==> config.mk <==
export PLATFORM = sky130hd
export DESIGN_NAME = simd_downscale_ctrl_flat
export DESIGN_NICKNAME = d
export VERILOG_FILES = /design/src/rtl/simd_downscale_ctrl_pkg.sv /design/src/rtl/simd_downscale_ctrl_if.sv /design/src/rtl/simd_downscale_ctrl_coord_gen.sv /design/src/rtl/simd_downscale_ctrl.sv /design/src/flat_wrapper.sv
export SDC_FILE = /design/constraint.sdc
export NUM_CORES = 1
export LEC_CHECK = 0
export CELL_PAD_IN_SITES_DETAIL_PLACEMENT = 1
export CELL_PAD_IN_SITES_GLOBAL_PLACEMENT = 1
export CORE_ASPECT_RATIO = 0.8
export CORE_UTILIZATION = 35
export CTS_CLUSTER_DIAMETER = 120
export CTS_CLUSTER_SIZE = 20
export DETAILED_ROUTE_END_ITERATION = 10
export PLACE_DENSITY_LB_ADDON = 0.1
export SYNTH_ARGS = -nofsm -noshare
export SYNTH_HDL_FRONTEND = slang
export SYNTH_SLANG_ARGS = --single-unit
==> constraint.sdc <==
create_clock -name clk -period 6.55 [get_ports clk]
set_clock_uncertainty 0.05 [all_clocks]
set_input_delay 0.655 -clock clk [delete_from_list [all_inputs] [get_ports clk]]
set_output_delay 0.655 -clock clk [all_outputs]
set_load 0.02 [all_outputs]
==> src/rtl/simd_downscale_ctrl_pkg.sv <==
// simd_pkg: shared types and constants for the 4-lane bilinear downscale sequencer.
package simd_pkg;
    localparam int LANES    = 4;
    localparam int WIN      = 5;
    localparam int FRAC_W   = 8;
    localparam int DIM_W    = 12;
    localparam int WAIT_MAX = 64;

    typedef logic [15:0] q8_8_t;

    typedef enum logic [2:0] {S_IDLE, S_FETCH, S_LOAD, S_START, S_WAIT, S_OUT, S_DONE} ctrl_state_e;

    typedef struct packed {
        logic [DIM_W-1:0] src_w;
        logic [DIM_W-1:0] src_h;
        logic [DIM_W-1:0] dst_w;
        logic [DIM_W-1:0] dst_h;
        q8_8_t            step_x;
        q8_8_t            step_y;
    } cfg_t;
endpackage

==> src/rtl/simd_downscale_ctrl_if.sv <==
// simd_downscale_ctrl_if: config, window-fetch, core and pixel-stream signals of the sequencer.
interface simd_downscale_ctrl_if;
    import simd_pkg::*;
    logic                   i_start, i_abort;
    logic [DIM_W-1:0]       i_src_w, i_src_h, i_dst_w, i_dst_h;
    q8_8_t                  i_step_x, i_step_y;
    logic                   o_fetch_req, i_fetch_ack;
    logic [DIM_W-1:0]       o_fetch_x, o_fetch_y0, o_fetch_y1;
    logic [WIN*8-1:0]       i_fetch_row0, i_fetch_row1, o_row0, o_row1;
    logic                   o_load_en, o_simd_start, i_simd_valid;
    q8_8_t                  o_wx, o_wy;
    logic [LANES*8-1:0]     i_pixel_vec, o_pix_data;
    logic                   o_pix_valid, i_pix_ready;
    logic [LANES-1:0]       o_pix_mask;
    logic [DIM_W-1:0]       o_pix_x, o_pix_y;
    logic                   o_busy, o_done, o_err;

    modport master (
        input  i_start, i_abort, i_src_w, i_src_h, i_dst_w, i_dst_h, i_step_x, i_step_y,
        input  i_fetch_ack, i_fetch_row0, i_fetch_row1, i_simd_valid, i_pixel_vec, i_pix_ready,
        output o_fetch_req, o_fetch_x, o_fetch_y0, o_fetch_y1, o_row0, o_row1,
        output o_load_en, o_simd_start, o_wx, o_wy,
        output o_pix_valid, o_pix_data, o_pix_mask, o_pix_x, o_pix_y, o_busy, o_done, o_err
    );

    modport slave (
        output i_start, i_abort, i_src_w, i_src_h, i_dst_w, i_dst_h, i_step_x, i_step_y,
        output i_fetch_ack, i_fetch_row0, i_fetch_row1, i_simd_valid, i_pixel_vec, i_pix_ready,
        input  o_fetch_req, o_fetch_x, o_fetch_y0, o_fetch_y1, o_row0, o_row1,
        input  o_load_en, o_simd_start, o_wx, o_wy,
        input  o_pix_valid, o_pix_data, o_pix_mask, o_pix_x, o_pix_y, o_busy, o_done, o_err
    );
endinterface

==> src/rtl/simd_downscale_ctrl_coord_gen.sv <==
// simd_coord_gen: Q(DIM_W).8 source accumulators, clamped window address, weights,
// lane mask and end-of-frame flag for the current destination group.
module simd_coord_gen
    import simd_pkg::*;
(
    input  logic             clk,
    input  logic             rst_n,
    input  logic             init_i,
    input  logic             adv_i,
    input  cfg_t             cfg_i,
    output logic [DIM_W-1:0] fetch_x_o,
    output logic [DIM_W-1:0] fetch_y0_o,
    output logic [DIM_W-1:0] fetch_y1_o,
    output logic [DIM_W-1:0] gx_o,
    output logic [DIM_W-1:0] gy_o,
    output q8_8_t            wx_o,
    output q8_8_t            wy_o,
    output logic [LANES-1:0] mask_o,
    output logic             frame_last_o
);
    localparam int AW = DIM_W + FRAC_W;
    localparam int LB = $clog2(LANES);

    logic [AW-1:0]    sx_q, sx_d, sy_q, sy_d;
    logic [DIM_W-1:0] gx_q, gx_d, gy_q, gy_d, ix, iy, x_max, y_max, y0;
    logic [DIM_W:0]   gx_next;
    logic [LB-1:0]    rem;
    logic             row_last;

    assign gx_next      = {1'b0, gx_q} + (DIM_W+1)'(LANES);
    assign row_last     = gx_next >= {1'b0, cfg_i.dst_w};
    assign frame_last_o = row_last && gy_q == cfg_i.dst_h - DIM_W'(1);
    assign rem          = cfg_i.dst_w[LB-1:0];

    always_comb begin
        sx_d = sx_q;
        sy_d = sy_q;
        gx_d = gx_q;
        gy_d = gy_q;
        if (init_i) begin
            sx_d = '0;
            sy_d = '0;
            gx_d = '0;
            gy_d = '0;
        end else if (adv_i) begin
            sx_d = row_last ? '0 : sx_q + AW'(cfg_i.step_x) * AW'(LANES);
            gx_d = row_last ? '0 : gx_next[DIM_W-1:0];
            sy_d = row_last ? sy_q + AW'(cfg_i.step_y) : sy_q;
            gy_d = row_last ? gy_q + DIM_W'(1) : gy_q;
        end
    end

    always_ff @(posedge clk) begin
        if (!rst_n) begin
            sx_q <= '0;
            sy_q <= '0;
            gx_q <= '0;
            gy_q <= '0;
        end else begin
            sx_q <= sx_d;
            sy_q <= sy_d;
            gx_q <= gx_d;
            gy_q <= gy_d;
        end
    end

    // a source narrower than the window pins the window at column 0
    assign ix         = sx_q[AW-1:FRAC_W];
    assign iy         = sy_q[AW-1:FRAC_W];
    assign x_max      = cfg_i.src_w > DIM_W'(WIN) ? cfg_i.src_w - DIM_W'(WIN) : '0;
    assign y_max      = cfg_i.src_h - DIM_W'(1);
    assign fetch_x_o  = ix > x_max ? x_max : ix;
    assign y0         = iy > y_max ? y_max : iy;
    assign fetch_y0_o = y0;
    assign fetch_y1_o = y0 >= y_max ? y_max : y0 + DIM_W'(1);
    assign wx_o       = {8'h00, sx_q[FRAC_W-1:0]};
    assign wy_o       = {8'h00, sy_q[FRAC_W-1:0]};
    assign mask_o     = (row_last && rem != '0) ? ~({LANES{1'b1}} << rem) : '1;
    assign gx_o       = gx_q;
    assign gy_o       = gy_q;
endmodule

==> src/rtl/simd_downscale_ctrl.sv <==
// simd_downscale_ctrl: frame sequencer that fetches a 5x2 window per 4-pixel group,
// loads and starts the SIMD core, then streams each result vector out.
module simd_downscale_ctrl
    import simd_pkg::*;
(
    input  logic                  clk,
    input  logic                  rst_n,
    simd_downscale_ctrl_if.master bus
);
    localparam int CW = $clog2(WAIT_MAX + 1);

    ctrl_state_e        state_q, state_d;
    cfg_t               cfg_q, cfg_d;
    logic [WIN*8-1:0]   row0_q, row0_d, row1_q, row1_d;
    logic [LANES*8-1:0] pix_q, pix_d;
    logic [CW-1:0]      wait_q, wait_d;
    logic               err_q, err_d, init, adv, frame_last, fetch_req, pix_valid;
    logic [DIM_W-1:0]   fetch_x, fetch_y0, fetch_y1, gx, gy;
    logic [LANES-1:0]   mask;

    simd_coord_gen u_coord (
        .clk(clk), .rst_n(rst_n), .init_i(init), .adv_i(adv), .cfg_i(cfg_q),
        .fetch_x_o(fetch_x), .fetch_y0_o(fetch_y0), .fetch_y1_o(fetch_y1),
        .gx_o(gx), .gy_o(gy), .wx_o(bus.o_wx), .wy_o(bus.o_wy),
        .mask_o(mask), .frame_last_o(frame_last)
    );

    always_comb begin
        state_d = state_q;
        cfg_d   = cfg_q;
        row0_d  = row0_q;
        row1_d  = row1_q;
        pix_d   = pix_q;
        wait_d  = '0;
        err_d   = 1'b0;
        init    = 1'b0;
        adv     = 1'b0;
        case (state_q)
            S_IDLE: if (bus.i_start) begin
                state_d = S_FETCH;
                init    = 1'b1;
                cfg_d   = '{src_w: bus.i_src_w, src_h: bus.i_src_h, dst_w: bus.i_dst_w,
                            dst_h: bus.i_dst_h, step_x: bus.i_step_x, step_y: bus.i_step_y};
            end
            S_FETCH: if (bus.i_fetch_ack) begin
                state_d = S_LOAD;
                row0_d  = bus.i_fetch_row0;
                row1_d  = bus.i_fetch_row1;
            end
            S_LOAD: state_d = S_START;
            // a result already valid during START skips WAIT entirely
            S_START, S_WAIT: if (bus.i_simd_valid) begin
                state_d = S_OUT;
                pix_d   = bus.i_pixel_vec;
            end else if (state_q == S_WAIT && wait_q == CW'(WAIT_MAX - 1)) begin
                state_d = S_IDLE;
                err_d   = 1'b1;
            end else begin
                state_d = S_WAIT;
                wait_d  = state_q == S_WAIT ? wait_q + CW'(1) : '0;
            end
            S_OUT: if (bus.i_pix_ready) begin
                adv     = 1'b1;
                state_d = frame_last ? S_DONE : S_FETCH;
            end
            default: state_d = S_IDLE;
        endcase
        if (bus.i_abort) begin
            state_d = S_IDLE;
            cfg_d   = cfg_q;
            err_d   = 1'b0;
            init    = 1'b0;
            adv     = 1'b0;
        end
    end

    always_ff @(posedge clk) begin
        if (!rst_n) begin
            state_q <= S_IDLE;
            cfg_q   <= '0;
            row0_q  <= '0;
            row1_q  <= '0;
            pix_q   <= '0;
            wait_q  <= '0;
            err_q   <= 1'b0;
        end else begin
            state_q <= state_d;
            cfg_q   <= cfg_d;
            row0_q  <= row0_d;
            row1_q  <= row1_d;
            pix_q   <= pix_d;
            wait_q  <= wait_d;
            err_q   <= err_d;
        end
    end

    assign fetch_req        = state_q == S_FETCH;
    assign pix_valid        = state_q == S_OUT;
    assign bus.o_fetch_req  = fetch_req;
    assign bus.o_fetch_x    = fetch_req ? fetch_x : '0;
    assign bus.o_fetch_y0   = fetch_req ? fetch_y0 : '0;
    assign bus.o_fetch_y1   = fetch_req ? fetch_y1 : '0;
    assign bus.o_row0       = row0_q;
    assign bus.o_row1       = row1_q;
    assign bus.o_load_en    = state_q == S_LOAD;
    assign bus.o_simd_start = state_q == S_START;
    assign bus.o_pix_valid  = pix_valid;
    assign bus.o_pix_data   = pix_q;
    assign bus.o_pix_mask   = pix_valid ? mask : '0;
    assign bus.o_pix_x      = gx;
    assign bus.o_pix_y      = gy;
    assign bus.o_busy       = state_q != S_IDLE && state_q != S_DONE;
    assign bus.o_done       = state_q == S_DONE;
    assign bus.o_err        = err_q;
endmodule

==> src/flat_wrapper.sv <==
// flat-port wrapper written by rule: the top's interface ports become plain ports
module simd_downscale_ctrl_flat import simd_pkg::*;
  (clk, rst_n, bus_i_start, bus_i_abort, bus_i_src_w, bus_i_src_h, bus_i_dst_w, bus_i_dst_h, bus_i_step_x, bus_i_step_y, bus_i_fetch_ack, bus_i_fetch_row0, bus_i_fetch_row1, bus_i_simd_valid, bus_i_pixel_vec, bus_i_pix_ready, bus_o_fetch_req, bus_o_fetch_x, bus_o_fetch_y0, bus_o_fetch_y1, bus_o_row0, bus_o_row1, bus_o_load_en, bus_o_simd_start, bus_o_wx, bus_o_wy, bus_o_pix_valid, bus_o_pix_data, bus_o_pix_mask, bus_o_pix_x, bus_o_pix_y, bus_o_busy, bus_o_done, bus_o_err);
  simd_downscale_ctrl_if bus_i ();
  input  logic clk;
  input  logic rst_n;
  input wire logic [$bits(bus_i.i_start)-1:0] bus_i_start;
  input wire logic [$bits(bus_i.i_abort)-1:0] bus_i_abort;
  input wire logic [$bits(bus_i.i_src_w)-1:0] bus_i_src_w;
  input wire logic [$bits(bus_i.i_src_h)-1:0] bus_i_src_h;
  input wire logic [$bits(bus_i.i_dst_w)-1:0] bus_i_dst_w;
  input wire logic [$bits(bus_i.i_dst_h)-1:0] bus_i_dst_h;
  input wire logic [$bits(bus_i.i_step_x)-1:0] bus_i_step_x;
  input wire logic [$bits(bus_i.i_step_y)-1:0] bus_i_step_y;
  input wire logic [$bits(bus_i.i_fetch_ack)-1:0] bus_i_fetch_ack;
  input wire logic [$bits(bus_i.i_fetch_row0)-1:0] bus_i_fetch_row0;
  input wire logic [$bits(bus_i.i_fetch_row1)-1:0] bus_i_fetch_row1;
  input wire logic [$bits(bus_i.i_simd_valid)-1:0] bus_i_simd_valid;
  input wire logic [$bits(bus_i.i_pixel_vec)-1:0] bus_i_pixel_vec;
  input wire logic [$bits(bus_i.i_pix_ready)-1:0] bus_i_pix_ready;
  output wire logic [$bits(bus_i.o_fetch_req)-1:0] bus_o_fetch_req;
  output wire logic [$bits(bus_i.o_fetch_x)-1:0] bus_o_fetch_x;
  output wire logic [$bits(bus_i.o_fetch_y0)-1:0] bus_o_fetch_y0;
  output wire logic [$bits(bus_i.o_fetch_y1)-1:0] bus_o_fetch_y1;
  output wire logic [$bits(bus_i.o_row0)-1:0] bus_o_row0;
  output wire logic [$bits(bus_i.o_row1)-1:0] bus_o_row1;
  output wire logic [$bits(bus_i.o_load_en)-1:0] bus_o_load_en;
  output wire logic [$bits(bus_i.o_simd_start)-1:0] bus_o_simd_start;
  output wire logic [$bits(bus_i.o_wx)-1:0] bus_o_wx;
  output wire logic [$bits(bus_i.o_wy)-1:0] bus_o_wy;
  output wire logic [$bits(bus_i.o_pix_valid)-1:0] bus_o_pix_valid;
  output wire logic [$bits(bus_i.o_pix_data)-1:0] bus_o_pix_data;
  output wire logic [$bits(bus_i.o_pix_mask)-1:0] bus_o_pix_mask;
  output wire logic [$bits(bus_i.o_pix_x)-1:0] bus_o_pix_x;
  output wire logic [$bits(bus_i.o_pix_y)-1:0] bus_o_pix_y;
  output wire logic [$bits(bus_i.o_busy)-1:0] bus_o_busy;
  output wire logic [$bits(bus_i.o_done)-1:0] bus_o_done;
  output wire logic [$bits(bus_i.o_err)-1:0] bus_o_err;
  assign bus_i.i_start = bus_i_start;
  assign bus_i.i_abort = bus_i_abort;
  assign bus_i.i_src_w = bus_i_src_w;
  assign bus_i.i_src_h = bus_i_src_h;
  assign bus_i.i_dst_w = bus_i_dst_w;
  assign bus_i.i_dst_h = bus_i_dst_h;
  assign bus_i.i_step_x = bus_i_step_x;
  assign bus_i.i_step_y = bus_i_step_y;
  assign bus_i.i_fetch_ack = bus_i_fetch_ack;
  assign bus_i.i_fetch_row0 = bus_i_fetch_row0;
  assign bus_i.i_fetch_row1 = bus_i_fetch_row1;
  assign bus_i.i_simd_valid = bus_i_simd_valid;
  assign bus_i.i_pixel_vec = bus_i_pixel_vec;
  assign bus_i.i_pix_ready = bus_i_pix_ready;
  assign bus_o_fetch_req = bus_i.o_fetch_req;
  assign bus_o_fetch_x = bus_i.o_fetch_x;
  assign bus_o_fetch_y0 = bus_i.o_fetch_y0;
  assign bus_o_fetch_y1 = bus_i.o_fetch_y1;
  assign bus_o_row0 = bus_i.o_row0;
  assign bus_o_row1 = bus_i.o_row1;
  assign bus_o_load_en = bus_i.o_load_en;
  assign bus_o_simd_start = bus_i.o_simd_start;
  assign bus_o_wx = bus_i.o_wx;
  assign bus_o_wy = bus_i.o_wy;
  assign bus_o_pix_valid = bus_i.o_pix_valid;
  assign bus_o_pix_data = bus_i.o_pix_data;
  assign bus_o_pix_mask = bus_i.o_pix_mask;
  assign bus_o_pix_x = bus_i.o_pix_x;
  assign bus_o_pix_y = bus_i.o_pix_y;
  assign bus_o_busy = bus_i.o_busy;
  assign bus_o_done = bus_i.o_done;
  assign bus_o_err = bus_i.o_err;
  simd_downscale_ctrl u_core (.clk(clk), .rst_n(rst_n), .bus(bus_i));
endmodule
==> results.json <==
{
  "synth-main-ff-cell": "dfxtp_1",
  "final_common_cell": "nand2_1",
  "comb_power_share_pct": 20.2,
  "drtIter0Drc": 561,
  "clkPwrFrac_pct": 31.1,
  "power_switching_uw": 980,
  "seq_power_share_pct": 48.7,
  "wl_per_cell_um": 18.5,
  "placedCellCount": 2715,
  "max_freq_mhz": 156,
  "netlist_area_um2": 14400,
  "p_leak_nw": 7.48,
  "grt_start_max_net_pins": 104,
  "setup_viol": 0,
  "critPathKind": "flip-flop to primary output",
  "viasPerCell": 4.99,
  "wirelength_um": 51000,
  "r2r_cells": 14,
  "globalplace.congestion": 0.869,
  "final_cell_mix": "nand2_1, clkdlybuf4s50_1, dfxtp_1",
  "grt.overflow.total": 0,
  "start_util_pct": 35.5,
  "postCtsHoldBufs": 0,
  "drv_cap": 0,
  "startpoint_type": "flip-flop",
  "syn_avg_cell_area_um2": 7.90,
  "final_core_util_pct": 48.8,
  "period_share_pct": 98.0,
  "fin_crit_ns": 6.42,
  "first_global_vias": 14100,
  "critPathArrivalTime_ns": 5.71,
  "ys_async_sr_fraction_pct": 0,
  "pwr_density_cell_nw_per_um2": 173,
  "die_x_um": 229,
  "hold_violations": 0,
  "grt_usage_pct": 23.5,
  "final-max-slew-violation-count": 0,
  "synth_cells": 1820,
  "switching_share_pct": 28.6,
  "cp.required_ns": 5.84,
  "rrSetupSlack_ns": 1.93,
  "reg2reg_to": "u_core.u_coord.sx_q[18]",
  "nets": 2495,
  "synth_seq_cells": 263,
  "outcome": "finished clean",
  "layout-drive-gt1-share_pct": 8.68,
  "die_h_um": 183,
  "cts_max_level": 1,
  "rows": 66,
  "max-slew-margin-rel_pct": 22.3,
  "cts.sinks": 263,
  "tritoncts": "yes",
  "hold_path_class": "flip-flop to flip-flop",
  "hold_path_depth": 2,
  "fin_cells": 2761,
  "r2r_start": "u_core.u_coord.gx_o[4]",
  "synth.distinct_cells": 63,
  "coreArea_um2": 40500,
  "antenna_found_initial": 11,
  "intPower_mw": 2.45,
  "clk_transition_reported_paths_ns": 0.09,
  "ios": 414,
  "tns_ns": 0,
  "clock_path_buffers": 3,
  "grt_pass1_wl_um": 78500,
  "antenna_left": 0,
  "ys_warn_count": 0,
  "cts-root-buf": "clkbuf_16",
  "tightest_slew_ns": 1.16,
  "drcViolationCount": 0,
  "crit_fanout": 7,
  "rsz0062_at_grt": "true",
  "drtPass1Iterations": 5,
  "clk_latency_ns": 0.51,
  "numCtsBuffers": 17,
  "dieArea_um2": 41900,
  "ir_drop_mv": 0.172,
  "areaGrowthSynthToFinish_pct": 37.6,
  "port_buffers": 393,
  "worstHoldStart": "u_core.bus.o_pix_data[11]",
  "ys_seq_area_share_pct": 36.6,
  "dp_hpwl_um": 38700,
  "vias": 13800,
  "synth_edf_count": 0,
  "fillerInstances": 4857,
  "crit_path_end_kind": "primary output",
  "min_to": "u_core.bus.o_pix_data[11]"
}
worst max-delay path: stages, from the launching register on:
cell and delay [ns]:
dfxtp_4 0.36, or4_4 0.58, nor3_4 0.17, nor3b_2 0.23
xor2_1 0.23, inv_1 0.12, ha_4 0.28, nand4_1 0.08
nor2_2 0.14, o211ai_1 0.17, a21oi_2 0.25, o32ai_4 0.17
buf_6 0.17, nand2_2 0.07, o21ai_2 0.06, ha_1 0.29
a21o_1 0.18, a21o_1 0.18, a21oi_2 0.13, o21a_1 0.16
o21ai_2 0.07, a221oi_2 0.31, buf_4 0.19, buf_6 0.11
nor2_1 0.04, a31oi_1 0.19, a21oi_2 0.09, buf_6 0.15
worst max path at each step:
stage | to | from | cells past startpoint
floorplan | bus_o_fetch_y1[4] | u_core.cfg_q[56] | 27
global placement | bus_o_fetch_y1[0] | u_core.cfg_q[56] | 26
detailed placement | bus_o_fetch_y1[9] | u_core.cfg_q[56] | 24
CTS | bus_o_fetch_y1[1] | u_core.cfg_q[58] | 28
global route | bus_o_fetch_y1[3] | u_core.cfg_q[57] | 25
finish | bus_o_fetch_y1[3] | u_core.cfg_q[57] | 27
flip-flops by register name, summed over array words and instances (netlist names):
register / flops
u_core.cfg_q: 80
u_core.wait_q: 7
u_core.u_coord.gx_o: 10
u_core.u_coord.gy_o: 12
u_core.u_coord.sy_q: 20
u_core.bus.o_row0: 40
u_core.bus.o_row1: 40
u_core.bus.o_pix_data: 32
u_core.bus.o_err: 1
u_core.u_coord.sx_q: 18
u_core.state_q: 3
power by group through the flow:
stage          clock network [mW]  registers [mW]  logic [mW]
6_report                     1.07            1.67       0.691
3_5_place_dp                    0            1.71       0.655
2_1_floorplan                   0            1.72       0.340
4_1_cts                      1.11            1.67       0.675
5_1_grt                      1.17            1.68       0.753
3_3_place_gp                    0            1.70       0.639
cell type report:
| type | instances | area, um2 | area share (%) |
|---|---|---|---|
| clock buffer | 17 | 425 | 2.15 |
| sequential | 263 | 5270 | 26.6 |
| inverter | 68 | 255 | 1.29 |
| antenna | 6 | 15.0 | 0.0759 |
| tap | 544 | 681 | 3.44 |
| multi-input combinational | 1380 | 8550 | 43.2 |
| timing repair buffer | 481 | 4560 | 23.1 |
| clock inverter | 2 | 28.8 | 0.145 |
routing by layer:
metal	vias to the layer above	global-route usage, %	routed length [um]
li1	6834	-	-
met1	6597	30.4	23200
met2	270	38.6	23700
met3	53	6.25	3000
met4	10	5.99	1010
met5	-	0	66
repair_timing:
action	in CTS	in global routing
cloned	0	1
endpoints found under the hold margin	0	0
pin swaps	12	28
buffers inserted	11	10
resized for setup	67	46
setup endpoints to repair	12	12
cell usage after synthesis, drive strengths merged, types with 5 or more instances:
master / count / area, um2
a2111oi: 6 / 52.6
a211oi: 11 / 82.6
a21boi: 193 / 1450
a21o: 22 / 165
a21oi: 77 / 389
a22oi: 6 / 45.0
a31oi: 9 / 56.3
and2: 7 / 43.8
and3: 7 / 43.8
buf: 39 / 292
clkbuf: 89 / 334
dfxtp: 263 / 5270
ha: 83 / 1040
inv: 68 / 255
mux2i: 20 / 200
nand2: 468 / 1760
nand2b: 7 / 51.3
nand3: 38 / 190
nand3b: 8 / 60.1
nand4: 19 / 119
nor2: 114 / 428
nor2b: 9 / 56.3
nor3: 28 / 178
nor3b: 5 / 37.5
nor4: 9 / 56.3
o211ai: 5 / 37.5
o21a: 11 / 82.6
o21ai: 39 / 195
o21bai: 6 / 45.0
or2: 9 / 56.3
or3: 10 / 62.6
or4: 6 / 52.6
xnor2: 56 / 490
xor2: 41 / 359
metrics by stage:
stage	worst slack [ns]	total power, mW	hold slack, ns	cell area [um2]
5_1_grt	-0.187	3.60	0.442	19800
3_3_place_gp	-0.00680	2.34	0.379	19000
2_1_floorplan	0.0481	2.06	0.368	14500
3_5_place_dp	-0.243	2.36	0.396	19000
4_1_cts	0.00288	3.46	0.422	19600
6_report	0.134	3.43	0.417	19800
cells by family (layout without fill, tap and decap cells):
kind of cell | after synthesis | in the layout | share of synthesized area, %
compound gates | 405 | 405 | 19.5
buf+inv | 196 | 568 | 6.12
simple gates | 749 | 749 | 22.5
fa+ha+maj | 86 | 86 | 7.57
mux | 22 | 22 | 1.55
other cells | 1 | 26 | 0.0261
flops | 263 | 263 | 36.6
xor+xnor | 98 | 98 | 6.06
Power figures use the tool's default switching activity.
==> RTL edit (same flow settings) <==
Take the reset off `sy_q` and load it in a clocked block of its own.
--- a/src/rtl/simd_downscale_ctrl_coord_gen.sv
+++ b/src/rtl/simd_downscale_ctrl_coord_gen.sv
@@ -54,13 +54,15 @@
         if (!rst_n) begin
             sx_q <= '0;
-            sy_q <= '0;
             gx_q <= '0;
             gy_q <= '0;
         end else begin
             sx_q <= sx_d;
-            sy_q <= sy_d;
             gx_q <= gx_d;
             gy_q <= gy_d;
         end
+    end
+
+    always_ff @(posedge clk) begin
+        sy_q <= sy_d;
     end
 
Check against the original RTL: no difference found for any inputs over 4 cycles, from zero or initial values and one cycle with rst_n low; that may be too few to reach the edited logic, so the function may still have changed.
==> RTL edit against the original RTL <==
Area after synthesis rose by 0.91%. Power fell by 0.20%. Non-clock buffer count fell by 5. Wire length rose by 0.56%. Largest cell class unchanged. Utilization rose by 0.20 points. Design area rose by 1.0%. Worst setup slack got worse by 0.024 ns. Sequential cell count did not move. Register-to-register slack improved by 0.28 ns.
==> RTL edit: results <==
[layout]
finalNetCount = 2507
largest-register = "u_core.cfg_q"
largest_register_ff_count = 80
seq_area_um2 = 5270
drive_above_1_share = 0.09087
nFillCells = 4963

[clock_tree]
clk_path_buf_depth = 3
cts_resized = 61
cts_buffers = 17
cts_setup_buffers = 16
ctsHtreeMaxLevel = 1
clk_pin_slew_ns = 0.09
clockRootBuffer = "clkbuf_16"
clock_latency_ns = 0.53

[placement]
dp_hpwl_mm = 37.82
gp_congestion = 0.8553
io_buffers = 393
dpl_cell_area_um2 = 19030

[power_and_ir_drop]
power.leakage_nw = 7.546
p_sw_frac = 0.2862
pwr-share-comb = 0.198
clk-power_mw = 1.08
vdd_drop_max_uv = 217.4
p_total_mw = 3.420

[route]
wl_per_cell_um = 18.49
drt_iter0_drc = 620
final_antenna_net_count = 0
drt_first_pass_iters = 5
vias_per_cell = 4.994

[yosys]
synth_cell_types = 73
ys_async_sr_fraction = 0
yosysWarnings = 0
synthFlopType = "dfxtp_1"
synth_area_leaders = "dfxtp_1 (36%), nand2_1 (12%), a21boi_0 (9.9%)"
yosysSeqAreaShare = 0.3628
synthTopCellsByCount = "nand2_1 (470), dfxtp_1 (263), a21boi_0 (192), nor2_1 (126), clkbuf_1 (85)"

[global_routing]
grt_pass1_wl_mm = 79.11
grt_usage = 0.2334
antenna_found_initial = 8
grt_max_degree = 82
grt_pass1_vias = 14320

[min_path]
hp-class = "reg2reg"

[worst_setup_path]
crit_path_max_fanout = 7
slowest_stage = "or4b_4"
cp.arrival_ns = 5.74
cp_top_family = "compound AO/OA/AOI/OAI gates"
max_stage_delay_ns = 0.49

[run_status]
outcome = "finished clean"

[timing]
slew_headroom = 0.2918
## RTL edit: area by class of cell
class | count | share of cell area
Multi-Input combinational cell | 1397 | 0.4381
Sequential cell | 263 | 0.2636
Timing Repair Buffer | 476 | 0.2280
Tap cell | 544 | 0.03405
Clock buffer | 17 | 0.02128
Inverter | 68 | 0.01277
Clock inverter | 2 | 0.001440
Antenna cell | 6 | 0.0007511
## RTL edit: worst register-to-register path: cells and delay by family (launching register included)
family,cells,cell delay (ns)
compound gates,6,1.28
xor+xnor,1,0.22
simple gates,4,1.46
fa+ha+maj,2,0.52
flops,1,0.47
buf+inv,1,0.26
## RTL edit: metrics by stage
stage                     std cells  worst slack [ns]
after floorplan                1858            0.3008
after detailed placement       2726           -0.1686
after CTS                      2761          -0.03484
after global placement         2726           0.07584
final                          2773            0.1100
after global routing           2772           -0.1646
## RTL edit: cells by family after synthesis
family                     Yosys count  synth area share
and+or+nand+nor                    768            0.2288
AOI/OAI and AO/OA                  408            0.1973
DFF                                263            0.3628
buffers and inverters              198           0.06216
xor gates and xnor gates            94           0.05914
adders and majority gates           86           0.07501
muxes                               21           0.01448
other                                1         0.0002584
## RTL edit: per-layer routing
metal	wire, um	vias up	global-route usage
met5	39	-	0
met4	1253	6	0.06320
met3	2575	68	0.05229
met2	24550	244	0.3988
met1	22860	6638	0.2947
li1	-	6892	-
## RTL edit: final timing paths
check	start	end	slack, ns	depth (start not counted)
max	u_core.cfg_q[56]	bus_o_fetch_y1[11]	0.11	23
min	u_core.wait_q[0]	u_core.wait_q[0]	0.41	1
max reg2reg	u_core.u_coord.gx_o[2]	u_core.u_coord.gx_o[4]	2.21	14
min reg2reg	u_core.wait_q[0]	u_core.wait_q[0]	0.41	1
